$ cat src/rtl/crp16_clock_ctrl_if.sv
// crp16_clock_ctrl_if: control/status bundle of the CRP16 clock controller; breakpoint signals exist only with CRP16_CLKCTRL_BREAK_EN
interface crp16_clock_ctrl_if;
   logic        run_mode;
   logic        step_n;
   logic [1:0]  speed_sel;
   logic        cpu_clock;
   logic        cpu_rise;
   logic        busy;
   logic [15:0] cycle_count;
`ifdef CRP16_CLKCTRL_BREAK_EN
   logic [15:0] pc;
   logic [15:0] break_addr;
   logic        break_on;
   logic        halted;
   modport master (output run_mode, step_n, speed_sel, pc, break_addr, break_on,
                   input  cpu_clock, cpu_rise, busy, cycle_count, halted);
   modport slave  (input  run_mode, step_n, speed_sel, pc, break_addr, break_on,
                   output cpu_clock, cpu_rise, busy, cycle_count, halted);
`else
   modport master (output run_mode, step_n, speed_sel,
                   input  cpu_clock, cpu_rise, busy, cycle_count);
   modport slave  (input  run_mode, step_n, speed_sel,
                   output cpu_clock, cpu_rise, busy, cycle_count);
`endif
endinterface

$ cat src/rtl/crp16_clock_ctrl.sv
// crp16_clock_ctrl: CRP16 cpu_clock generator (free-run divider or debounced single-step); CRP16_CLKCTRL_BREAK_EN adds PC breakpoint halt
module crp16_clock_ctrl #(
   parameter int DIV_WIDTH       = 24,
   parameter int DEBOUNCE_CYCLES = 500000,
   parameter int STEP_HALF       = 25000
) (
   input logic               clock,
   input logic               reset,
   crp16_clock_ctrl_if.slave bus
);
   localparam int DW = $clog2(DEBOUNCE_CYCLES + 1);
   localparam int HW = $clog2(STEP_HALF + 1);
   localparam int TW = $clog2(DIV_WIDTH);
   typedef enum logic [1:0] {IDLE, RUN, STEP_HI, STEP_LO} state_t;
   state_t               state_q, state_d;
   logic                 sync1_q, sync2_q, key_q, key_d, press_q, press_d;
   logic [DW-1:0]        deb_q, deb_d;
   logic [DIV_WIDTH-1:0] div_q, div_d, div_inc;
   logic [HW-1:0]        half_q, half_d;
   logic [TW-1:0]        tap_idx;
   logic                 cpu_clock_q, cpu_clock_d, cpu_rise_q, cpu_rise_d, busy_q, busy_d;
   logic [15:0]          count_q, count_d;
   logic                 tap_nxt, run_go, stop;
`ifdef CRP16_CLKCTRL_BREAK_EN
   logic                 halted_q, halted_d, brk_q, brk_d, run_prev_q, brk_hit;
   assign bus.halted = halted_q;
`endif
   assign tap_idx         = TW'(DIV_WIDTH - 1) - TW'(bus.speed_sel);
   assign bus.cpu_clock   = cpu_clock_q;
   assign bus.cpu_rise    = cpu_rise_q;
   assign bus.busy        = busy_q;
   assign bus.cycle_count = count_q;

   // accept a new key level only after DEBOUNCE_CYCLES consecutive differing samples; press = accepted 1->0
   always_comb begin
      key_d   = key_q;
      deb_d   = '0;
      if (sync2_q != key_q) begin
         deb_d = deb_q + 1'b1;
         if (deb_q == DW'(DEBOUNCE_CYCLES - 1)) begin
            key_d = sync2_q;
            deb_d = '0;
         end
      end
      press_d = key_q & ~key_d;
   end

   // button synchroniser and debounce state; key idles released (1)
   always_ff @(posedge clock or posedge reset) begin
      if (reset) begin
         sync1_q <= 1'b1;
         sync2_q <= 1'b1;
         key_q   <= 1'b1;
         deb_q   <= '0;
         press_q <= 1'b0;
      end else begin
         sync1_q <= bus.step_n;
         sync2_q <= sync1_q;
         key_q   <= key_d;
         deb_q   <= deb_d;
         press_q <= press_d;
      end
   end

   // clock FSM next state: divider tap in RUN, half-period timing in single-step
   always_comb begin
      state_d     = state_q;
      div_d       = div_q;
      half_d      = half_q;
      cpu_clock_d = cpu_clock_q;
      div_inc     = div_q + 1'b1;
      tap_nxt     = div_inc[tap_idx];
`ifdef CRP16_CLKCTRL_BREAK_EN
      brk_hit     = brk_q | (bus.break_on & cpu_rise_q & (bus.pc == bus.break_addr));
      brk_d       = 1'b0;
      halted_d    = halted_q;
      run_go      = halted_q ? bus.run_mode & ~run_prev_q : bus.run_mode;
      stop        = ~bus.run_mode | brk_hit;
`else
      run_go      = bus.run_mode;
      stop        = ~bus.run_mode;
`endif
      case (state_q)
         IDLE: begin
            cpu_clock_d = 1'b0;
            if (run_go) begin
               state_d = RUN;
               div_d   = '0;
            end else if (press_q) begin
               state_d     = STEP_HI;
               half_d      = HW'(STEP_HALF - 1);
               cpu_clock_d = 1'b1;
            end
         end
         RUN: begin
            div_d       = div_inc;
            cpu_clock_d = tap_nxt;
            if (stop & cpu_clock_q & ~tap_nxt) state_d = IDLE;
         end
         STEP_HI: begin
            half_d = half_q - 1'b1;
            if (half_q == '0) begin
               state_d     = STEP_LO;
               half_d      = HW'(STEP_HALF - 1);
               cpu_clock_d = 1'b0;
            end
         end
         STEP_LO: begin
            half_d = half_q - 1'b1;
            if (half_q == '0) state_d = IDLE;
         end
         default: state_d = IDLE;
      endcase
`ifdef CRP16_CLKCTRL_BREAK_EN
      if (state_q == RUN) begin
         brk_d = brk_hit & (state_d == RUN);
         if (state_d == IDLE) halted_d = brk_hit;
      end
      if (state_q == IDLE && state_d != IDLE) halted_d = 1'b0;
`endif
      cpu_rise_d = cpu_clock_d & ~cpu_clock_q;
      count_d    = count_q + {15'd0, cpu_rise_d};
      busy_d     = state_d != IDLE;
   end

   // FSM state and registered outputs; reset drops cpu_clock immediately
   always_ff @(posedge clock or posedge reset) begin
      if (reset) begin
         state_q     <= IDLE;
         div_q       <= '0;
         half_q      <= '0;
         cpu_clock_q <= 1'b0;
         cpu_rise_q  <= 1'b0;
         busy_q      <= 1'b0;
         count_q     <= '0;
`ifdef CRP16_CLKCTRL_BREAK_EN
         halted_q    <= 1'b0;
         brk_q       <= 1'b0;
         run_prev_q  <= 1'b0;
`endif
      end else begin
         state_q     <= state_d;
         div_q       <= div_d;
         half_q      <= half_d;
         cpu_clock_q <= cpu_clock_d;
         cpu_rise_q  <= cpu_rise_d;
         busy_q      <= busy_d;
         count_q     <= count_d;
`ifdef CRP16_CLKCTRL_BREAK_EN
         halted_q    <= halted_d;
         brk_q       <= brk_d;
         run_prev_q  <= bus.run_mode;
`endif
      end
   end
endmodule

$ cat src/flat_wrapper.sv
// flat-port wrapper written by rule: the top's interface ports become plain ports
module crp16_clock_ctrl_flat 
#(
   parameter int DIV_WIDTH       = 24,
   parameter int DEBOUNCE_CYCLES = 500000,
   parameter int STEP_HALF       = 25000
)
  (clock, reset, bus_run_mode, bus_step_n, bus_speed_sel, bus_cpu_clock, bus_cpu_rise, bus_busy, bus_cycle_count);
  crp16_clock_ctrl_if bus_i ();
  input logic clock;
  input logic reset;
  input wire logic [$bits(bus_i.run_mode)-1:0] bus_run_mode;
  input wire logic [$bits(bus_i.step_n)-1:0] bus_step_n;
  input wire logic [$bits(bus_i.speed_sel)-1:0] bus_speed_sel;
  output wire logic [$bits(bus_i.cpu_clock)-1:0] bus_cpu_clock;
  output wire logic [$bits(bus_i.cpu_rise)-1:0] bus_cpu_rise;
  output wire logic [$bits(bus_i.busy)-1:0] bus_busy;
  output wire logic [$bits(bus_i.cycle_count)-1:0] bus_cycle_count;
  assign bus_i.run_mode = bus_run_mode;
  assign bus_i.step_n = bus_step_n;
  assign bus_i.speed_sel = bus_speed_sel;
  assign bus_cpu_clock = bus_i.cpu_clock;
  assign bus_cpu_rise = bus_i.cpu_rise;
  assign bus_busy = bus_i.busy;
  assign bus_cycle_count = bus_i.cycle_count;
  crp16_clock_ctrl #(.DIV_WIDTH(DIV_WIDTH), .DEBOUNCE_CYCLES(DEBOUNCE_CYCLES), .STEP_HALF(STEP_HALF)) u_core (.clock(clock), .reset(reset), .bus(bus_i));
endmodule
$ cat config.mk
export PLATFORM = sky130hd
export DESIGN_NAME = crp16_clock_ctrl_flat
export DESIGN_NICKNAME = d
export VERILOG_FILES = /design/src/rtl/crp16_clock_ctrl_if.sv /design/src/rtl/crp16_clock_ctrl.sv /design/src/flat_wrapper.sv
export SDC_FILE = /design/constraint.sdc
export NUM_CORES = 1
export LEC_CHECK = 0
export BUFFER_PORTS_ARGS = -buffer_cell sky130_fd_sc_hd__buf_2
export CAP_MARGIN = 0
export CORE_MARGIN = 2
export CORE_UTILIZATION = 53
export CTS_CLUSTER_SIZE = 40
export DETAILED_ROUTE_END_ITERATION = 10
export PLACE_DENSITY = 0.73
export SYNTH_ARGS = -nofsm -noshare
export SYNTH_HDL_FRONTEND = slang
export SYNTH_SLANG_ARGS = --single-unit
$ cat constraint.sdc
create_clock -name clock -period 3.9 [get_ports clock]
set_input_delay 0.585 -clock clock [delete_from_list [all_inputs] [get_ports clock]]
set_output_delay 0.585 -clock clock [all_outputs]
set_load 0.01 [all_outputs]
==> results of run 1 <==
## state kept, by name, indices dropped and copies added, names as in the netlist
name and flops:
u_core.half_q 15, u_core.div_q 24, u_core.bus.busy 1, u_core.sync1_q 1, u_core.sync2_q 1, u_core.press_q 1, u_core.key_q 1, u_core.bus.cycle_count 16
u_core.bus.cpu_clock 1, u_core.deb_q 19, u_core.state_q 2, u_core.bus.cpu_rise 1
## stage by stage
stage                     hold WS, ns  instance area (um^2)
after CTS                      0.3110                  4458
after floorplan                0.3452                  4028
after global routing           0.3002                  4458
final                          0.3019                  4458
after global placement         0.3523                  4249
after detailed placement       0.3512                  4249
## power groups by stage
stage	Sequential, mW	Combinational (mW)	Clock [mW]
after detailed placement	1.08	0.223	0
after global routing	1.09	0.253	0.709
final	1.07	0.220	0.653
after global placement	1.08	0.214	0
after CTS	1.07	0.224	0.673
after floorplan	1.07	0.145	0
## how the worst min path moves through the flow
stage	slack [ns]	end	cells after the start
2_1_floorplan	0.35	u_core.sync2_q	0
3_3_place_gp	0.35	u_core.sync2_q	0
3_5_place_dp	0.35	u_core.sync2_q	0
4_1_cts	0.31	u_core.bus.cycle_count[5]	2
5_1_grt	0.30	u_core.sync1_q	1
6_report	0.30	u_core.bus.cycle_count[14]	2
## routing by layer
layer | vias to the layer above | part of all wire | global-route usage
met2 | 72 | 0.47 | 0.3179
li1 | 1515 | - | -
met5 | - | 0 | 0
met3 | 9 | 0.044 | 0.06058
met1 | 1521 | 0.48 | 0.2564
met4 | 0 | 0.011 | 0.04672
## area by class of cell
class | instances | area, um^2 | share of cell area
Sequential cell | 83 | 2081 | 0.4667
Multi-Input combinational cell | 309 | 1871 | 0.4196
Timing Repair Buffer | 26 | 135.1 | 0.03031
Tap cell | 99 | 123.9 | 0.02779
Inverter | 10 | 38.79 | 0.008701
Clock buffer | 11 | 131.4 | 0.02947
Clock inverter | 5 | 77.57 | 0.01740
## Yosys cell counts (all sizes together), types with 2 or more instances
library cell / n
inv: 10
dfrtp: 80
nand2b: 3
nand3b: 2
a21oi: 16
dfstp: 3
o211ai: 3
nand2: 45
o31ai: 4
and4: 2
nor2b: 2
and3: 14
nand3: 34
nor3: 10
xor2: 17
xnor2: 23
or4: 3
o21ai: 26
o41ai: 2
nand4: 16
nor4b: 2
nor4: 4
and2: 4
ha: 6
or3: 4
mux2i: 6
a31oi: 4
nor2: 42
clkbuf: 10
## kinds of logic (layout without fill, tap and decap cells)
| kind of cell | Yosys count | count (layout) | synth area share |
|---|---|---|---|
| XOR/XNOR | 40 | 40 | 0.08698 |
| AO/OA/AOI/OAI | 63 | 63 | 0.09599 |
| buffers and inverters | 20 | 52 | 0.01895 |
| AND/OR/NAND/NOR | 193 | 193 | 0.2451 |
| adder cells (fa/ha/maj) | 6 | 6 | 0.01864 |
| flip-flops | 83 | 83 | 0.5166 |
| multiplexers | 7 | 7 | 0.01771 |
==> run_results.csv, run 1 <==
group,metric,value,unit
routing,wl,7742,um
flow_run,maxCapViolations,0,
floorplan,start_util,0.5523,
yosys,syn-num-nets,424,
power_and_ir_drop,clock_power_share,0.336,
yosys,synth_warnings,0,
timing,rsz0062_at_grt,"no",
clock_network,cts_root_buf,"clkbuf_8",
floorplan,die-area,8313,um^2
timing,finalCritPeriodShare,0.8565,
clock_network,clk_latency,0.34,ns
placement,dp.cells,527,
setup_path,cp_cell_sequence,"nand4_4 -> or4_1 -> or4_1 -> nand3_1 -> a31oi_2 -> a221oi_2 -> ha_1 -> ha_1 -> nand2_1 -> nor2_1 -> xnor2_1",
clock_network,cts_buffers,9,
routing,routedWlPerCell,14.26,um
yosys,seq_area_frac_synth,0.5166,
setup_path,rrSetupSlack,0.56,ns
power_and_ir_drop,power.share.combinational,0.113,
power_and_ir_drop,finalPower,1.941,mW
routing,first_iter_violations,192,
timing,hold_viol_final,0,
clock_network,post_cts_buffers,0,
cells_and_area,final_common_cell,"dfrtp_1",
setup_path,ff2ff_path_depth,11,
power_and_ir_drop,ir_drop,0.0001669,V
power_and_ir_drop,p_switching,0.5365,mW
cells_and_area,antenna_cells,0,
timing,setup_viol,0,
routing,drc,0,
setup_path,crit_start,"u_core.div_q[14]",
clock_network,cts.reportedPaths.clkPinSlew,0.08,ns
setup_path,slowest_delay,0.67,ns
power_and_ir_drop,p_int,1.405,mW
timing,tns,0,ns
floorplan,die_w,91.18,um
clock_network,cts-htree-levels,3,
floorplan,core_area,7292,um^2
routing,dr.pass1.iters,5,
cells_and_area,fin_cells,543,
setup_path,cp_num_buf_inv,0,
global_routing,grt_pass1_wl,13240,um
status,status,"completed",
cells_and_area,fill_cells,613,
setup_path,worst_ep_required_time,4.17,ns
cells_and_area,final_util,0.6114,
timing,worstMarginPinSlew,0.8170,ns
timing,slew_viol_final,0,
setup_path,worstReg2RegStart,"u_core.div_q[14]",
routing,drtAntennaViolNets,0,
setup_path,cp-end-kind,"register",
setup_path,cp_data_arrival_time,3.61,ns
placement,gp_congestion,0.8809,
placement,dp_hpwl,5357,um
yosys,ys_ff_latch,83,
placement,pre_cts_ws,0.5958,ns
power_and_ir_drop,cellPowerDensity,435.4,nW/um^2
yosys,netlist.area_leader.share,0.4970,
floorplan,rows,31,
yosys,synthTopCellsByArea,"dfrtp_1 50%, xnor2_1 5.0%, nand3_1 4.2%",
yosys,synth_cell_types,50,
clock_network,ctsLongestPathBuffers,2,
yosys,yosysTopAreaCell,"dfrtp_1",
yosys,synth_area,4028,um^2
setup_path,path_max_fanout,8,
floorplan,die_h,91.18,um
global_routing,gr-total-overflow,0,
setup_path,crit_family,"simple AND/OR/NAND/NOR gates",
global_routing,grt_pass1_vias,2935,
yosys,synthFlopType,"dfrtp_1",
power_and_ir_drop,swShare,0.2764,
cells_and_area,nNetsFinal,451,
clock_network,cts.sinks,83,
routing,vias,3117,
cells_and_area,final_cell_mix,"80 x dfrtp_1, 45 x nand2_1, 42 x nor2_1, 34 x nand3_1, 26 x o21ai_0",
clock_network,cts.repair.resized,0,
setup_path,critPathKind,"register to register",
yosys,async_reset_ff_frac,1.000,
hold_path,min_path_type,"input port to asynchronous set/reset pin",
timing,clock_skew,0.008056,ns
setup_path,start_kind,"register",
global_routing,antenna_found_initial,0,
routing,viasPerCell,5.740,
floorplan,ios,25,
clock_network,tritoncts,"done",
yosys,avgSynthCellArea,9.776,um^2
timing,period_needed,3.340,ns
setup_path,r2r_end,"u_core.bus.cycle_count[12]",
setup_path,cp.depth,11,
power_and_ir_drop,sequentialPowerShare,0.551,
setup_path,crit_end,"u_core.bus.cycle_count[12]",
power_and_ir_drop,leakage,2.007,nW
yosys,syn-instance-count,412,
placement,portBuffers,24,
timing,setup_slack,0.5596,ns
timing,slew_headroom,0.4503,
cells_and_area,syn_to_final_growth,10.69,%
clock_network,cts_hold_buf,0,
global_routing,grt_util_all_layers,0.1952,
setup_path,worst_path_max_delay_cell,"or4_1",
cells_and_area,drive_above_1_share,0.1149,
timing,max_freq,0.2994,GHz
yosys,synth-edff-count,0,
global_routing,grt_start_max_net_pins,46,
No activity file was read; power rests on OpenSTA's default activity.
==> run 2: changes to the inputs <==
--- a/config.mk
+++ b/config.mk
@@ -12,6 +12,7 @@
 export CTS_CLUSTER_SIZE = 40
 export DETAILED_ROUTE_END_ITERATION = 10
 export PLACE_DENSITY = 0.73
+export RECOVER_POWER = 50
 export SYNTH_ARGS = -nofsm -noshare
 export SYNTH_HDL_FRONTEND = slang
 export SYNTH_SLANG_ARGS = --single-unit
==> run 2 against run 1 <==
- the flow now finishes with violations (max-capacitance violations, max-slew violations)
- final cell count did not move
- total power barely moved
- worst setup slack got worse by 0.0039 ns
- utilization fell by 0.17 points
- critical path depth did not move
- register-to-register slack barely moved
- non-clock buffer count did not move
- sequential power barely moved
- hold slack improved by 0.028 ns
==> run_results.csv, run 2 (synthesized netlist as in run 1, its figures left out) <==
group,metric,value,unit
status,status,"finished with violations",
status,violations,"max-capacitance violations, max-slew violations",
timing,slew_headroom,-0.1045,
timing,worstMarginPinSlew,1.648,ns
floorplan,ios,25,
hold_path,min_path_type,"input port to register",
setup_path,cp_data_arrival_time,3.61,ns
clock_network,cts_hold_buf,0,
power_and_ir_drop,p_switching,0.5394,mW
global_routing,grt_pass1_wl,13240,um
routing,viasPerCell,5.733,
floorplan,start_util,0.5523,
placement,dp_hpwl,5357,um
placement,gp_congestion,0.8809,
floorplan,die_w,91.18,um
cells_and_area,syn_to_final_growth,10.38,%
cells_and_area,nNetsFinal,451,
global_routing,antenna_found_initial,0,
clock_network,clk_latency,0.35,ns
cells_and_area,final_cell_mix,"80 x dfrtp_1, 45 x nand2_1, 42 x nor2_1, 34 x nand3_1, 26 x o21ai_0",
flow_run,maxCapViolations,1,
setup_path,worst_ep_required_time,4.17,ns
timing,rsz0062_at_grt,"no",
timing,slew_viol_final,40,
timing,finalCritPeriodShare,0.8575,
clock_network,cts.reportedPaths.clkPinSlew,0.08,ns
routing,routedWlPerCell,14.25,um
timing,tns,0,ns
setup_path,rrSetupSlack,0.56,ns
placement,portBuffers,24,
clock_network,cts_root_buf,"clkbuf_8",
clock_network,cts_buffers,9,
routing,first_iter_violations,178,
clock_network,cts.repair.resized,0,
power_and_ir_drop,sequentialPowerShare,0.551,
power_and_ir_drop,power.share.combinational,0.112,
floorplan,die-area,8313,um^2
power_and_ir_drop,clock_power_share,0.337,
clock_network,post_cts_buffers,0,
routing,drtAntennaViolNets,0,
global_routing,gr-total-overflow,0,
timing,setup_viol,0,
clock_network,cts-htree-levels,3,
floorplan,core_area,7292,um^2
clock_network,tritoncts,"done",
routing,wl,7738,um
power_and_ir_drop,p_int,1.403,mW
global_routing,grt_util_all_layers,0.1952,
timing,clock_skew,0.008092,ns
timing,period_needed,3.344,ns
floorplan,die_h,91.18,um
setup_path,path_max_fanout,8,
routing,dr.pass1.iters,5,
cells_and_area,drive_above_1_share,0.1014,
global_routing,grt_start_max_net_pins,46,
floorplan,rows,31,
global_routing,grt_pass1_vias,2935,
cells_and_area,top_register,"u_core.div_q",
cells_and_area,largest_reg_flops,24,
clock_network,cts.sinks,83,
power_and_ir_drop,ir_drop,0.0001670,V
timing,setup_slack,0.5557,ns
power_and_ir_drop,cellPowerDensity,437.0,nW/um^2
setup_path,start_kind,"register",
timing,hold_viol_final,0,
power_and_ir_drop,finalPower,1.943,mW
placement,placed_area,4249,um^2
placement,pre_cts_ws,0.5958,ns
timing,max_freq,0.2990,GHz
clock_network,ctsLongestPathBuffers,2,
routing,drc,0,
power_and_ir_drop,leakage,1.984,nW
cells_and_area,final_common_cell,"dfrtp_1",
setup_path,cp-end-kind,"register",
cells_and_area,finalInstanceArea,4446,um^2
routing,vias,3113,
power_and_ir_drop,swShare,0.2777,
cells_and_area,antenna_cells,0,
setup_path,critPathKind,"register to register",
## run 2: cell count changes in the layout (fill, tap and decap cells not counted)
cell and delta:
clkinv_2 -1, buf_2 -5, clkinvlp_2 +1, clkbuf_2 +1
buf_4 -2, clkbuf_1 +6
## run 2: stage by stage
step                      cells    util  hold slack (ns)
after floorplan             412       -           0.3452
after global placement      527  0.5827           0.3523
after detailed placement    527  0.5827           0.3512
after CTS                   543  0.6114           0.3110
after global routing        543  0.6096           0.3002
final                       543  0.6096           0.3294
## run 2: layout make-up
type	instances	area, um^2
well taps	99	123.9
inverters	10	38.79
repair buffers	26	122.6
multi-input cells	309	1871
clock buffers	11	131.4
fillers	620	2846
flip-flops and latches	83	2081
clock inverters	5	77.57
## run 2: worst max-delay path, stage by stage (launching register included)
cell,delay [ns]
dfrtp_1,0.45
nand4_4,0.16
or4_1,0.67
or4_1,0.54
nand3_1,0.13
a31oi_2,0.13
a221oi_2,0.29
ha_1,0.29
ha_1,0.26
nand2_1,0.10
nor2_1,0.12
xnor2_1,0.13
## run 2: per-layer routing
metal  up-vias  GRT usage  part of all wire
met2        72     0.3179              0.47
met4         0    0.04672            0.0093
li1       1517          -                 -
met1      1517     0.2564              0.48
met3         7    0.06058             0.042
met5         -          0                 0
## run 2: worst paths after layout
kind                             startpoint                          to  cells past startpoint
max                        u_core.div_q[14]  u_core.bus.cycle_count[12]                     11
min                              bus_step_n              u_core.sync1_q                      1
max reg2reg                u_core.div_q[14]  u_core.bus.cycle_count[12]                     11
min reg2reg                  u_core.sync1_q              u_core.sync2_q                      0
max in group asynchronous             reset   u_core.bus.cycle_count[2]                      3
min in group asynchronous             reset        u_core.bus.cpu_clock                      2
## run 2: power by group through the flow
| stage | combinational [mW] | clock (mW) | sequential (mW) |
|---|---|---|---|
| 2_1_floorplan | 0.145 | 0 | 1.07 |
| 3_3_place_gp | 0.214 | 0 | 1.08 |
| 5_1_grt | 0.252 | 0.709 | 1.09 |
| 3_5_place_dp | 0.223 | 0 | 1.08 |
| 4_1_cts | 0.224 | 0.673 | 1.07 |
| 6_report | 0.218 | 0.654 | 1.07 |
